$ cat src/rtl/fifo_rptr_empty.sv
// Read-side pointer, empty detection and first-word-fall-through output register
// for the asynchronous FIFO; everything here runs on RCLK.
module fifo_rptr_empty #(
  parameter int DEPTH  = 16,
  parameter int ADDR_W = $clog2(DEPTH),
  parameter int PTR_W  = ADDR_W + 1,
  parameter int DATA_W = 32
) (
  input  logic              RCLK,
  input  logic              RRST,
  input  logic [PTR_W-1:0]  RQ2_WPTR,
  input  logic [DATA_W-1:0] RMEM_DATA,
  input  logic              RFLUSH,
  input  logic              RREADY,
  output logic [PTR_W-1:0]  RPTR,
  output logic [ADDR_W-1:0] RADDR,
  output logic              REMPTY,
  output logic              RVALID,
  output logic [DATA_W-1:0] RDOUT,
  output logic [PTR_W-1:0]  RLEVEL
);

  function automatic logic [PTR_W-1:0] gray2bin(input logic [PTR_W-1:0] g);
    logic [PTR_W-1:0] b;
    b[PTR_W-1] = g[PTR_W-1];
    for (int i = PTR_W - 2; i >= 0; i--) begin
      b[i] = b[i+1] ^ g[i];
    end
    return b;
  endfunction

  logic [PTR_W-1:0]  rptrBin_q, rptrBin_d;
  logic [PTR_W-1:0]  rptr_q, rptr_d;
  logic              rvalid_q, rvalid_d;
  logic [DATA_W-1:0] rdout_q, rdout_d;
  logic [PTR_W-1:0]  wq2Bin;
  logic              pop;

  assign wq2Bin = gray2bin(RQ2_WPTR);
  assign REMPTY = (rptr_q == RQ2_WPTR);
  assign RLEVEL = wq2Bin - rptrBin_q;
  assign RADDR  = rptrBin_q[ADDR_W-1:0];
  assign RPTR   = rptr_q;
  assign RVALID = rvalid_q;
  assign RDOUT  = rdout_q;
  assign pop    = ~REMPTY & (~rvalid_q | RREADY);

  // Gray pointer is always derived from the next binary value so both registers stay in lockstep.
  always_comb begin
    rptrBin_d = rptrBin_q;
    rvalid_d  = rvalid_q;
    rdout_d   = rdout_q;
    if (RFLUSH) begin
      rptrBin_d = wq2Bin;
      rvalid_d  = 1'b0;
    end else if (pop) begin
      rptrBin_d = rptrBin_q + 1'b1;
      rdout_d   = RMEM_DATA;
      rvalid_d  = 1'b1;
    end else if (rvalid_q && RREADY) begin
      rvalid_d  = 1'b0;
    end
    rptr_d = rptrBin_d ^ (rptrBin_d >> 1);
  end

  always_ff @(posedge RCLK) begin
    if (RRST) begin
      rptrBin_q <= '0;
      rptr_q    <= '0;
      rvalid_q  <= 1'b0;
      rdout_q   <= '0;
    end else begin
      rptrBin_q <= rptrBin_d;
      rptr_q    <= rptr_d;
      rvalid_q  <= rvalid_d;
      rdout_q   <= rdout_d;
    end
  end

endmodule

$ cat config.mk
export PLATFORM = sky130hd
export DESIGN_NAME = fifo_rptr_empty
export DESIGN_NICKNAME = d
export VERILOG_FILES = /design/src/rtl/fifo_rptr_empty.sv
export SDC_FILE = /design/constraint.sdc
export NUM_CORES = 1
export LEC_CHECK = 0
export CORE_MARGIN = 3
export CORE_UTILIZATION = 25
export CTS_BUF_LIST = sky130_fd_sc_hd__clkbuf_4
export DETAILED_ROUTE_END_ITERATION = 10
export GPL_ROUTABILITY_DRIVEN = 0
export HOLD_SLACK_MARGIN = 0.02
export PLACE_DENSITY = 0.58
export SLEW_MARGIN = 10
export SYNTH_ARGS = -nofsm -noshare
export SYNTH_HDL_FRONTEND = slang
export SYNTH_SLANG_ARGS = --single-unit
export TNS_END_PERCENT = 5
$ cat constraint.sdc
create_clock -name RCLK -period 3.9 [get_ports RCLK]
set_input_delay 0.78 -clock RCLK [delete_from_list [all_inputs] [get_ports RCLK]]
set_output_delay 0.78 -clock RCLK [all_outputs]
set_load 0.05 [all_outputs]
# Word-level counts from Yosys, hierarchy flattened
# Cells that the tools add are included.
# Widths: inputs -> output; s select.
# op_classes
div,0
magnitude_cmp,0
reduce_logical,4
n_mux,4
shift,0
n_mul,0
n_bitwise,10
n_eq_ne,1
addsub,2
# ops
cell,n
$mux 5,2
$add 5x1->5 const B,1
$eq 5x5->1,1
$sub 5x5->5,1
$xor 5x4->5,1
$xor 1x1->1,4
$not 1->1,3
$mux 1,2
$reduce_and 2->1,1
$reduce_bool 2->1,1
$reduce_or 2->1,1
$and 1x1->1,1
$logic_and 1x1->1,1
$or 1x1->1,1
# word_totals
out_inout_bits,48
word_cells,25
ram_bits,0
n_memories,0
inputBits,41
romBits,0
latchBits,0
reg_bits,43

# Depth between registers and ports, before layout
# logic_depth
ltp_word,6
depth_mapped,9
depth_no_buf,9

# Worst setup path after synthesis
# No wires, ideal clock.
# synth_path
kind,input port to output port
from,input RQ2_WPTR[4]
to,output RLEVEL[4]
required_time_ns,3.120
setup_slack_ns,-0.132
t_arrival_ns,3.252
stages,9
path_buffers,0
path_cell_list,xor3_2 xnor2_2 xor2_1 ha_1 fa_1 inv_1 a21o_1 a21oi_1 xor2_1
# synth_between
elab_chain_len,5
# synth_lines
element,line_no,source
start: declaration,11,"input logic [PTR_W-1:0] RQ2_WPTR,"
$xor 1x1->1 (4 in series),27,b[i] = b[i+1] ^ g[i];
$sub 5x5->5 (*),41,assign RLEVEL = wq2Bin - rptrBin_q;
end: declaration,20,output logic [PTR_W-1:0] RLEVEL
# Every way passes the cells marked *; elsewhere a longest branch is shown, timed or not.

# Worst setup path in the final report
# layout_path
from,input RQ2_WPTR[3]
to,output RLEVEL[4]
# layout_between
elab_chain_len,5
# layout_lines
element,line_no
$xor 1x1->1 (*),27
$xor 1x1->1 (3 in series),27
$sub 5x5->5 (*),41
# Marks and branches as above.

==> summary.txt <==
STA
  – Crit share post-route: 0.9687
  – Pins Over Slew Limit: 0
  – Hold Vio Cnt, Final: 0
  – Setup Skew: 0.009647 ns
  – Slew headroom: 0.6504
  – Final worst setup slack: 0.1222 ns
  – Setup violators final: 0
  – Max Fclk: 264.7 MHz
  – Post-route minimum period: 3.778 ns
  – Worst-Margin Slew: 0.5228 ns

Global routing
  – Pin count of the biggest net entering global routing: 43
  – Total GRT Usage: 0.1163
  – Met2 GRT Util: 0.1912
  – Antenna violations before repair: 0
  – First-pass GRT wire length: 8190 um
  – Overflow after GRT: 0
  – Busiest layer in global routing: met2
  – Vias in the first global route: 1746
  – Met1 GRT Util: 0.1442
  – GR Util met3: 0.04666

Finish
  – Register Area: 840.8 um2
  – Fin nets: 379
  – Fill count: 728
  – Multi-input gate area: 997.2 um2
  – Share of layout cells above drive strength 1: 0.1291
  – Final instance area: 3134 um2
  – Commonest non-fill, non-tap cell in the layout: clkdlybuf4s50_1
  – Layout Cells excl Fill: 432
  – Syn-to-layout area delta: 63.83%
  – Ant diodes: 0
  – Commonest cells after routing, fill and taps aside: clkdlybuf4s50_1 (79), nand2_1 (66), dfxtp_1 (42)

Synth
  – Number of distinct library cells after synthesis: 33
  – Syn_nets: 280
  – Count of flip-flops with a built-in enable after synthesis: 0
  – Top_reg_cell synth: dfxtp_1
  – Synth Warn #: 0
  – Sequential fraction of the synthesis area: 0.4395
  – Asr flop ratio synth: 0
  – Avg Cell Area, Syn: 8.211 um2
  – Post-synthesis register bit count: 42
  – Mapped Cells: 233
  – Mapped Area: 1913 um2

Clock tree
  – Clk Latency, worst-skew pair: 0.34 ns
  – # clock sinks: 42
  – CTS Buffer Depth: 2
  – CTS Buf Count: 5
  – CTS clock-pin slew for the worst setup and hold paths: 0.12 ns
  – # H-tree levels: 2
  – Hold_buf cts: 0
  – CTS tree: done
  – CTS root buffer: clkbuf_4

Power and ir drop
  – Clock network power share: 0.192
  – Peak supply drop: 0.1669 mV
  – Sw Share: 0.3812
  – Int Power: 893.7 uW
  – Sequential power share: 0.339
  – Switch Pwr: 550.4 uW
  – PwrDens: 460.7 nW/um2
  – Overall power: 1.444 mW
  – Comb power frac: 0.469
  – Lkg Pwr: 1.244 nW

Worst setup path
  – Critical path peak fanout: 2
  – Setup CP Type: in2out
  – CP startpoint kind: primary input
  – WP data arrival: 3.00 ns
  – Worst Path Required: 3.12 ns
  – Crit end category: output pin

Floorplanning
  – Rows: 31
  – Total Die Area: 8738 um2
  – Die width: 93.48 um
  – Die Ht: 93.48 um
  – Core area: 7331 um2
  – Ports: 89
  – Initial core utilization: 0.2610

Job
  – MaxCap Viol Count: 0

Detailed routing
  – Post-route ant nets: 0
  – Drt pass-1 iters: 4
  – WL/cell: 11.94 um
  – Via Count: 1872
  – Routed WL: 5158 um
  – Residual DRC: 0
  – Routed vias/inst: 4.333
  – Initial DRC Count: 60

Run status
  – Status: completed

Placed design
  – Port Buf Inserts: 88
  – Area after DPL: 2994 um2
  – Pre-CTS setup slack: -0.2352 ns
  – HPWL after DPL: 3655 um
  – Post-placement cell count: 416

Hold path
  – Worst Hold Class: reg2reg
==> sequential cells by signal, indices dropped and copies added (netlist names) <==
name and cells:
RDOUT 32, RPTR 4, RVALID 1, rptrBin_q 5
==> cell families (layout without fill, tap and decap cells) <==
family	after synthesis	count (layout)	synth area share
AND/OR/NAND/NOR	91	91	0.2034
AO/OA/AOI/OAI	52	52	0.1668
flip-flops	42	42	0.4395
buffers and inverters	24	124	0.05167
XOR/XNOR	17	17	0.09026
adder cells (fa/ha/maj)	6	6	0.04317
multiplexers	1	1	0.005232
==> critical path, stage by stage <==
cell	delay, ns
clkdlybuf4s15_1	0.20
xor3_2	0.42
xnor2_2	0.20
xor2_1	0.21
ha_2	0.23
fa_2	0.21
inv_1	0.04
a21o_1	0.18
a21oi_2	0.17
xor2_2	0.19
buf_12	0.16
==> synth_stat cells, types with 2 or more instances <==
cell type,count,area share
clkbuf_1,6,0.012
a21oi_1,35,0.092
a211oi_2,2,0.013
nand4_1,2,0.0065
a21o_1,3,0.012
a211oi_1,5,0.020
nand3_1,3,0.0078
xnor2_1,9,0.041
xor2_1,6,0.027
buf_2,7,0.018
nand2_1,66,0.13
nor2b_1,3,0.0098
dfxtp_1,42,0.44
and2_1,2,0.0065
nor2_1,10,0.020
nand2b_1,2,0.0065
inv_1,10,0.020
ha_1,5,0.033
==> cell type report <==
class,instances,area share
Timing Repair Buffer,106,0.3373
Multi-Input combinational cell,167,0.3182
Sequential cell,42,0.2683
Tap cell,99,0.03952
Clock inverter,3,0.01277
Clock buffer,5,0.01198
Inverter,10,0.01198
==> timing repair <==
item | CTS | global route
pin swaps | 4 | 5
buffers inserted | 7 | 1
resized for setup | 6 | 3
setup endpoints to repair | 3 | 2
==> power by group through the flow <==
stage | logic (mW) | clock network (mW) | registers (mW)
2_1_floorplan | 0.258 | 0 | 0.620
3_3_place_gp | 0.648 | 0 | 0.498
3_5_place_dp | 0.649 | 0 | 0.499
4_1_cts | 0.680 | 0.293 | 0.490
5_1_grt | 0.718 | 0.312 | 0.495
6_report | 0.677 | 0.277 | 0.489
==> per-layer routing <==
layer | vias up | wire, um | part of all wire
li1 | 961 | - | -
met1 | 856 | 2327 | 0.45
met2 | 53 | 2395 | 0.46
met3 | 2 | 414 | 0.080
met4 | 0 | 21 | 0.0041
met5 | - | 0 | 0
==> worst paths after layout <==
| check | from | endpoint | slack, ns | cells after the start |
|---|---|---|---|---|
| worst min register to register | RDOUT[9]$_SDFFE_PP0P_ | RDOUT[9]$_SDFFE_PP0P_ | 0.46 | 2 |
| worst min-delay path | RDOUT[9]$_SDFFE_PP0P_ | RDOUT[9]$_SDFFE_PP0P_ | 0.46 | 2 |
| worst max register to register | rptrBin_q[4]$_SDFF_PP0_ | RPTR[0]$_SDFF_PP0_ | 1.89 | 6 |
| worst max-delay path | RQ2_WPTR[3] | RLEVEL[4] | 0.12 | 11 |
==> per-stage QoR <==
stage | hold WS [ns] | TNS, ns | utilization
2_1_floorplan | 0.6718 | 0 | -
3_3_place_gp | 0.4406 | -0.3403 | 0.4084
3_5_place_dp | 0.4468 | -0.3576 | 0.4084
4_1_cts | 0.4646 | 0 | 0.4269
5_1_grt | 0.4819 | -0.003991 | 0.4275
6_report | 0.4615 | 0 | 0.4275
(Power assumes the default switching activity.)
==> RTL edit: new RTL, same settings <==
Take the reset off `rdout_q` and load it in a clocked block of its own.
--- a/src/rtl/fifo_rptr_empty.sv
+++ b/src/rtl/fifo_rptr_empty.sv
@@ -68,13 +68,15 @@
       rptrBin_q <= '0;
       rptr_q    <= '0;
       rvalid_q  <= 1'b0;
-      rdout_q   <= '0;
     end else begin
       rptrBin_q <= rptrBin_d;
       rptr_q    <= rptr_d;
       rvalid_q  <= rvalid_d;
-      rdout_q   <= rdout_d;
     end
+  end
+
+  always_ff @(posedge RCLK) begin
+    rdout_q <= rdout_d;
   end
 
 endmodule
Behaviour: not the same (a bounded check fails within 4 cycles, from zero or initial values and one cycle with RRST high).
==> RTL edit against the unedited design <==
- worst setup slack better by 67 ps
- final area down 2.2%
- synthesized area fell by 7.0%
- first-iteration DRC count shrank 20%
- routed wire length fell by 9.8%
- total power increased by 4.8%
- clock skew rose by 3.9 ps
- sequential cell count unchanged
- via count down 27%
==> RTL edit: results (changes against the unedited design) <==
The net count of the mapped netlist came out at 174 (-38%). The mean instance size in the synthesized netlist is 14.0 sq um (+71%). The maximum number of pins on one net before global-route repair came to 33 (-23%). The post-detailed-placement half-perimeter wirelength was 3580 um (-2.1%).

The combinational share of power came out at 0.411 (-0.058). The overall track demand over capacity in global routing came out at 0.117 (+0.000781). The number of fillers in the final layout is 648 (-11%). The leakage power came out at 1.15 nW (-7.7%).

The global-route wire length before repair came out at 7480 um (-8.7%). The peak supply drop came out at 279 uV (+67%). The worst setup slack before clock tree synthesis came out at -149 ps (+85.9 ps).

The post-CTS resize count is 7 (+1). The worst setup slack after layout came to 189 ps (+67.0 ps). The instance area at placement is 2880 sq um (-3.8%). The final wirelength came out at 4650 um (-9.8%).

The proportion of layout cells with a drive suffix above 1 is 0.162 (+0.0324). The slew at the pin closest to its max-slew limit came to 541 ps (+18.4 ps). The flow ran to the end, and the final reports show no timing, DRC or antenna violations. The delay of the slowest cell on the worst path came to 570 ps (+150 ps).

Ranked by instance count, the synthesized netlist is headed by 32 x edfxtp_1, 10 x dfxtp_1, 10 x xnor2_1, 8 x inv_1, 8 x xor2_1. The switching power as a share of total power is 0.343 (-0.0383). The relative contribution of sequential cells to total power came out at 0.358 (+0.019). The number of cells on the critical path is 10 (-1). The sequential cell area fraction in the yosys report came out at 0.653 (+0.213). The first-iteration detailed-routing DRC count came out at 48 (-20%). The worst-path maximum fanout was 3 (+1).
[RTL edit: cells by family after synthesis]
kind of cell / count (synthesis) / synth area share
AO/OA/AOI/OAI: 23 / 0.0921
XOR/XNOR: 19 / 0.104
buffers and inverters: 13 / 0.0316
AND/OR/NAND/NOR: 24 / 0.0731
adder cells (fa/ha/maj): 6 / 0.0464
flip-flops: 42 / 0.653
[RTL edit: metal layers]
metal	share of wire	vias up	global-route usage
li1	-	659	-
met3	0.10	5	0.0517
met5	0	-	0
met2	0.43	74	0.179
met1	0.46	625	0.147
met4	0.014	0	0.0421
[RTL edit: final cells by class]
| class | instances | area (sq um) | share of cell area |
|---|---|---|---|
| Tap cell | 96 | 120 | 0.0392 |
| Timing Repair Buffer | 98 | 1020 | 0.333 |
| Clock buffer | 5 | 37.5 | 0.0122 |
| Multi-Input combinational cell | 72 | 624 | 0.204 |
| Sequential cell | 42 | 1160 | 0.379 |
| Clock inverter | 3 | 68.8 | 0.0224 |
| Inverter | 9 | 33.8 | 0.0110 |
[RTL edit: worst min path at each step]
stage | cells past startpoint | end | slack [ps] | start
6_report | 2 | RVALID$_SDFFE_PP0P_ | 750 | RVALID$_SDFFE_PP0P_
5_1_grt | 2 | RVALID$_SDFFE_PP0P_ | 820 | RVALID$_SDFFE_PP0P_
4_1_cts | 2 | RVALID$_SDFFE_PP0P_ | 750 | RVALID$_SDFFE_PP0P_
3_5_place_dp | 2 | RVALID$_SDFFE_PP0P_ | 720 | RVALID$_SDFFE_PP0P_
3_3_place_gp | 2 | RVALID$_SDFFE_PP0P_ | 710 | RVALID$_SDFFE_PP0P_
2_1_floorplan | 0 | RDOUT[0]$_DFFE_PP_ | 880 | RMEM_DATA[0]
